--- config.mk ---
export PLATFORM = sky130hd
export DESIGN_NAME = multicycle_control_fsm
export DESIGN_NICKNAME = d
export VERILOG_FILES = /design/src/rtl/multicycle_control_fsm.sv
export SDC_FILE = /design/constraint.sdc
export NUM_CORES = 1
export LEC_CHECK = 0
export CORE_UTILIZATION = 25
export CTS_CLUSTER_SIZE = 24
export DETAILED_ROUTE_END_ITERATION = 8
export GPL_TIMING_DRIVEN = 1
export SETUP_SLACK_MARGIN = 0.15
export SLEW_MARGIN = 15
export SYNTH_ARGS = -nofsm -noshare
export SYNTH_HDL_FRONTEND = slang
export SYNTH_SLANG_ARGS = --single-unit
--- constraint.sdc ---
create_clock -name iCLK -period 4.9 [get_ports iCLK]
set_input_delay 0.49 -clock iCLK [delete_from_list [all_inputs] [get_ports iCLK]]
set_output_delay 0.49 -clock iCLK [all_outputs]
set_load 0.1 [all_outputs]
--- src/rtl/multicycle_control_fsm.sv ---
// Moore control sequencer for a multicycle RV32 datapath that has one shared
// instruction/data memory, an IR, an OldPC register, an ALUOut register and a
// single ALU. Each instruction walks FETCH/DECODE/EXECUTE/MEM/WRITEBACK.
//
// Ports:
//   iCLK, iRST_N       clock (rising edge), synchronous active-low reset
//   iInst[31:0]        IR contents, valid from DECODE onward
//   iMemReady          memory finished the current read/write this cycle
//   oPCWrite           unconditional PC load
//   oPCWriteCond       PC load gated by ALU zero
//   oIorD              memory address select (0=PC, 1=ALUOut)
//   oMemRead/oMemWrite memory requests
//   oIRWrite           IR and OldPC load
//   oMemtoReg[1:0]     write-back select (00=ALUOut, 01=MDR, 10=PC)
//   oRegWrite          register file write enable
//   oALUSrcA[1:0]      ALU A select (00=PC, 01=rs1, 10=OldPC)
//   oALUSrcB[1:0]      ALU B select (00=rs2, 01=4, 10=imm)
//   oALUControl[2:0]   ALU op (AND/OR/ADD/XOR/SUB/SLT)
//   oOrigPC[1:0]       PC source (00=ALU result, 01=ALUOut)
//   oState[3:0]        current state, for debug
//   oInstRetired       pulse in the last cycle of each instruction
//   oIllegal           high while parked in ILLEGAL
module multicycle_control_fsm #(
  parameter logic [7:0] MEM_TIMEOUT = 8'd255
) (
  input  logic        iCLK,
  input  logic        iRST_N,
  input  logic [31:0] iInst,
  input  logic        iMemReady,
  output logic        oPCWrite,
  output logic        oPCWriteCond,
  output logic        oIorD,
  output logic        oMemRead,
  output logic        oMemWrite,
  output logic        oIRWrite,
  output logic [1:0]  oMemtoReg,
  output logic        oRegWrite,
  output logic [1:0]  oALUSrcA,
  output logic [1:0]  oALUSrcB,
  output logic [2:0]  oALUControl,
  output logic [1:0]  oOrigPC,
  output logic [3:0]  oState,
  output logic        oInstRetired,
  output logic        oIllegal
);

  localparam int unsigned CNT_W = 8;

  localparam logic [2:0] ALU_AND = 3'b000;
  localparam logic [2:0] ALU_OR  = 3'b001;
  localparam logic [2:0] ALU_ADD = 3'b010;
  localparam logic [2:0] ALU_XOR = 3'b011;
  localparam logic [2:0] ALU_SUB = 3'b110;
  localparam logic [2:0] ALU_SLT = 3'b111;

  localparam logic [6:0] OP_R    = 7'b0110011;
  localparam logic [6:0] OP_I    = 7'b0010011;
  localparam logic [6:0] OP_LOAD = 7'b0000011;
  localparam logic [6:0] OP_STORE= 7'b0100011;
  localparam logic [6:0] OP_BR   = 7'b1100011;
  localparam logic [6:0] OP_JAL  = 7'b1101111;

  typedef enum logic [3:0] {
    S_FETCH    = 4'd0,
    S_DECODE   = 4'd1,
    S_EX_R     = 4'd2,
    S_EX_I     = 4'd3,
    S_MEM_ADDR = 4'd4,
    S_MEM_RD   = 4'd5,
    S_MEM_WB   = 4'd6,
    S_MEM_WR   = 4'd7,
    S_BRANCH   = 4'd8,
    S_JAL      = 4'd9,
    S_ALU_WB   = 4'd10,
    S_ILLEGAL  = 4'd15
  } state_t;

  state_t            state, state_nxt;
  logic [CNT_W-1:0]  wait_cnt, wait_cnt_nxt, cnt_inc;
  logic              in_wait;

  logic [6:0] opcode;
  logic [2:0] funct3;
  logic [6:0] funct7;
  logic       unused_inst;

  assign opcode      = iInst[6:0];
  assign funct3      = iInst[14:12];
  assign funct7      = iInst[31:25];
  assign unused_inst = ^{iInst[24:15], iInst[11:7]};
  assign oState      = state;

  // State and memory-wait counter
  always_ff @(posedge iCLK) begin
    if (!iRST_N) begin
      state    <= S_FETCH;
      wait_cnt <= '0;
    end else begin
      state    <= state_nxt;
      wait_cnt <= wait_cnt_nxt;
    end
  end

  // Next state and Moore/handshake-qualified outputs
  always_comb begin
    state_nxt    = state;
    oPCWrite     = 1'b0;
    oPCWriteCond = 1'b0;
    oIorD        = 1'b0;
    oMemRead     = 1'b0;
    oMemWrite    = 1'b0;
    oIRWrite     = 1'b0;
    oMemtoReg    = 2'b00;
    oRegWrite    = 1'b0;
    oALUSrcA     = 2'b00;
    oALUSrcB     = 2'b00;
    oALUControl  = ALU_AND;
    oOrigPC      = 2'b00;
    oInstRetired = 1'b0;
    oIllegal     = 1'b0;

    case (state)
      S_FETCH: begin
        oMemRead    = 1'b1;
        oALUSrcB    = 2'b01;
        oALUControl = ALU_ADD;
        if (iMemReady) begin
          oIRWrite  = 1'b1;
          oPCWrite  = 1'b1;
          state_nxt = S_DECODE;
        end
      end
      S_DECODE: begin
        // OldPC + imm precomputes the branch/jal target into ALUOut
        oALUSrcA    = 2'b10;
        oALUSrcB    = 2'b10;
        oALUControl = ALU_ADD;
        case (opcode)
          OP_R:              state_nxt = S_EX_R;
          OP_I:              state_nxt = S_EX_I;
          OP_LOAD, OP_STORE: state_nxt = S_MEM_ADDR;
          OP_BR:             state_nxt = S_BRANCH;
          OP_JAL:            state_nxt = S_JAL;
          default:           state_nxt = S_ILLEGAL;
        endcase
      end
      S_EX_R: begin
        oALUSrcA  = 2'b01;
        state_nxt = S_ALU_WB;
        case (funct3)
          3'b000: begin
            if (funct7 == 7'b0000000)      oALUControl = ALU_ADD;
            else if (funct7 == 7'b0100000) oALUControl = ALU_SUB;
            else                           state_nxt   = S_ILLEGAL;
          end
          3'b111:  oALUControl = ALU_AND;
          3'b110:  oALUControl = ALU_OR;
          3'b010:  oALUControl = ALU_SLT;
          default: state_nxt   = S_ILLEGAL;
        endcase
      end
      S_EX_I: begin
        oALUSrcA  = 2'b01;
        oALUSrcB  = 2'b10;
        state_nxt = S_ALU_WB;
        case (funct3)
          3'b000:  oALUControl = ALU_ADD;
          3'b111:  oALUControl = ALU_AND;
          3'b110:  oALUControl = ALU_OR;
          3'b100:  oALUControl = ALU_XOR;
          default: state_nxt   = S_ILLEGAL;
        endcase
      end
      S_ALU_WB: begin
        oRegWrite    = 1'b1;
        oInstRetired = 1'b1;
        state_nxt    = S_FETCH;
      end
      S_MEM_ADDR: begin
        oALUSrcA    = 2'b01;
        oALUSrcB    = 2'b10;
        oALUControl = ALU_ADD;
        state_nxt   = (opcode == OP_LOAD) ? S_MEM_RD : S_MEM_WR;
      end
      S_MEM_RD: begin
        oMemRead = 1'b1;
        oIorD    = 1'b1;
        if (iMemReady) state_nxt = S_MEM_WB;
      end
      S_MEM_WB: begin
        oRegWrite    = 1'b1;
        oMemtoReg    = 2'b01;
        oInstRetired = 1'b1;
        state_nxt    = S_FETCH;
      end
      S_MEM_WR: begin
        oMemWrite = 1'b1;
        oIorD     = 1'b1;
        if (iMemReady) begin
          oInstRetired = 1'b1;
          state_nxt    = S_FETCH;
        end
      end
      S_BRANCH: begin
        oALUSrcA     = 2'b01;
        oALUControl  = ALU_SUB;
        oPCWriteCond = 1'b1;
        oOrigPC      = 2'b01;
        oInstRetired = 1'b1;
        state_nxt    = S_FETCH;
      end
      S_JAL: begin
        oRegWrite    = 1'b1;
        oMemtoReg    = 2'b10;
        oPCWrite     = 1'b1;
        oOrigPC      = 2'b01;
        oInstRetired = 1'b1;
        state_nxt    = S_FETCH;
      end
      S_ILLEGAL: oIllegal = 1'b1;
      default:   state_nxt = S_ILLEGAL;
    endcase

    // Memory wait timeout; a ready in the limit cycle advances normally
    in_wait = ((state == S_FETCH) || (state == S_MEM_RD) || (state == S_MEM_WR))
              && !iMemReady;
    cnt_inc = (wait_cnt == {CNT_W{1'b1}}) ? wait_cnt : wait_cnt + CNT_W'(1);
    if (in_wait && (MEM_TIMEOUT != 8'd0) && (cnt_inc == MEM_TIMEOUT))
      state_nxt = S_ILLEGAL;

    if (state_nxt != state) wait_cnt_nxt = '0;
    else if (in_wait)       wait_cnt_nxt = cnt_inc;
    else                    wait_cnt_nxt = wait_cnt;

    // Reset held low: no strobe may reach the datapath
    if (!iRST_N) begin
      oPCWrite     = 1'b0;
      oPCWriteCond = 1'b0;
      oMemRead     = 1'b0;
      oMemWrite    = 1'b0;
      oIRWrite     = 1'b0;
      oRegWrite    = 1'b0;
      oInstRetired = 1'b0;
      oIllegal     = 1'b0;
    end
  end

endmodule

==> results by group <==
Min path
  • Hold Crit Depth: 2
  • Worst min path class: reg2reg
  • Hold Startpoint: wait_cnt[1]
  • WHS Endpoint: wait_cnt[1]

Clocking
  • Clock sink count: 12
  • CTS tree: done
  • Postcts setup bufs: 0
  • Clk Latency, worst-skew pair: 0.24 ns
  • Clock root buffer: clkbuf_8
  • Post_cts resized: 0
  • Clock buffer count from CTS: 3
  • CTS Hold Bufs: 0
  • Deepest clock path buffer count: 2
  • Reg clk slew, reported paths: 0.05 ns
  • H-tree levels: 1

Layout
  • Layout area overhead: 39.4%
  • Number of diodes: 0
  • Multi-input logic area: 0.00101 mm²
  • Most frequent cells in the layout: clkdlybuf4s50_1, nor2_1, a21oi_1
  • Fillers: 555
  • Commonest non-fill, non-tap cell in the layout: clkdlybuf4s50_1
  • Share of cells above drive strength 1: 0.0987
  • Post-Layout Inst Area: 0.00185 mm²
  • Layout Cells excl Fill: 293
  • Final net count: 260
  • Sequential standard cell area: 240 µm²

Critical path
  • CP Data Arrival Time: 3.12 ns
  • R2R setup slack: 2.34 ns
  • Type of origin of the critical path: flip-flop
  • CP endpoint kind: output pin
  • Maximum fanout along the worst path: 29
  • Worst r2r src: oState[1]
  • Critical Path RT: 4.41 ns
  • R2r worst-path depth: 6
  • Setup Crit Path Kind: reg2out
  • Crit Reg-Reg Endpoint: wait_cnt[3]

Yosys
  • Synth Flop Type: dfxtp_1
  • #FFs+latches synth: 12
  • Synth warnings: 0
  • Async set-reset flop share out of synthesis: 0
  • Netlist Area Pre-Place: 0.00133 mm²
  • Sequential share of the synthesized area: 0.181
  • Syn Inst Count: 192
  • Syn avg cell area: 6.91 µm²
  • Syn Nets: 228
  • Netlist cell types: 53
  • Post-synth EDFFs: 0

Detailed routing
  • Detailed Route Iter0 Violations: 114
  • Final WL: 3.63 mm
  • Initial DRT Pass Iterations: 4
  • DR WL/cell: 12.4 µm
  • Drt via density: 5.23
  • Remaining antenna violation count after routing: 0
  • Routed vias: 1531
  • # DRC: 0

Timing
  • Worst Tran Pin Value: 0.997 ns
  • Tcrit/Tclk final: 0.738
  • Fin. Hold Viols: 0
  • Setup_tns: 0 ns
  • Minimum clock period: 3.61 ns
  • Slew headroom: 0.335
  • Max Clock Skew: 0.00145 ns
  • Slew Limit Fails: 0
  • RSZ-0062 raised after global routing: no
  • Fmax: 277 MHz
  • Final setup viols: 0

Placed design
  • Post-DP Area: 0.00180 mm²
  • DP HPWL: 2.75 mm
  • GP Congestion: 0.836
  • # port buffers: 42
  • Dpl cells: 289

Global route
  • GRT Total Usage: 0.136
  • Global-route wire length before repair: 6.02 mm
  • Largest net degree at the start of global routing: 30
  • Initial antenna violation count: 0
  • Vias in the first global route: 1284
  • GRT overflow: 0

Die
  • CORE AREA: 0.00511 mm²
  • Height of the die: 74.9 µm
  • # rows: 26
  • Initial core utilization: 0.260
  • Top Ports: 59
  • Die X: 74.9 µm
  • Die ar.: 0.00561 mm²

Run status
  • Status: complete, no violations

Power and ir drop
  • Max VDD drop: 0.367 mV
  • Tot Pwr: 1.28 mW
  • Cell leakage power: 0.618 nW
  • PwrDens: 689 mW/mm²

Job
  • Maxcap violations: 0
[kinds of logic after synthesis]
logic type,Yosys count,synth area share
other,1,0.00282
muxes,6,0.0462
xor gates and xnor gates,2,0.0132
buffers and inverters,25,0.0763
adders and majority gates,1,0.00942
DFF,12,0.181
and+or+nand+nor,86,0.352
AOI/OAI and AO/OA,59,0.320
[metrics by stage]
| step | hold WS [ns] | utilization | setup slack [ns] |
|---|---|---|---|
| 2_1_floorplan | 0.521 | - | -0.464 |
| 4_1_cts | 0.573 | 0.362 | 1.26 |
| 3_3_place_gp | 0.554 | 0.352 | 1.50 |
| 6_report | 0.567 | 0.362 | 1.29 |
| 3_5_place_dp | 0.563 | 0.352 | 1.49 |
| 5_1_grt | 0.619 | 0.362 | 1.12 |
[report_power, final]
part           switching, mW  internal, mW  total, mW  leakage (nW)
Clock                 0.0369        0.0710      0.108        0.0288
Combinational          0.706         0.261      0.967         0.492
Sequential            0.0878         0.113      0.201        0.0976
Total                  0.830         0.446       1.28         0.618
[worst max-delay path, stage by stage (launching register included)]
cell	delay [ns]
dfxtp_1	0.97
nand2_1	0.28
a2111oi_1	0.41
clkdlybuf4s50_1	1.21
[flip-flops by register name (all words and copies together) (netlist names)]
signal	flops
oState	4
wait_cnt	8
[cell usage after synthesis (all sizes together), types with 3 or more instances]
cell type,number,area (µm²)
a211oi,3,22.5
a21oi,17,85.1
a311oi,3,45.0
a31oi,5,31.3
and3,5,31.3
and4,5,43.8
buf,7,33.8
clkbuf,9,33.8
dfxtp,12,240
inv,7,26.3
mux2i,5,50.1
nand2,10,37.5
nand2b,5,31.3
nand3,7,35.0
nand4,4,25.0
nor2,26,97.6
nor3,6,30.0
nor4,6,37.5
o21ai,11,55.1
[per-layer routing]
layer  share of wire  vias to the layer above  wire length (µm)  GRT usage
met5               0                        -                 0          0
met4          0.0085                        0                31     0.0419
met3           0.051                        2               184     0.0161
met2            0.45                       46              1630      0.201
met1            0.49                      699              1790      0.203
li1                -                      784                 -          -
[final cells by class]
class / count / share of cell area
Timing Repair Buffer: 43 / 0.229
Inverter: 9 / 0.0183
Multi-Input combinational cell: 155 / 0.546
Clock buffer: 4 / 0.0297
Tap cell: 70 / 0.0473
Sequential cell: 12 / 0.130
[worst max-delay path by stage]
stage,start,cells past startpoint,to
after floorplan,oState[0],4,oMemRead
after global routing,oState[0],5,oRegWrite
final,oState[0],3,oMemRead
after detailed placement,iRST_N,4,oMemRead
after global placement,iRST_N,4,oMemRead
after CTS,oState[0],3,oMemRead
No activity file was read; power rests on OpenSTA's default activity.
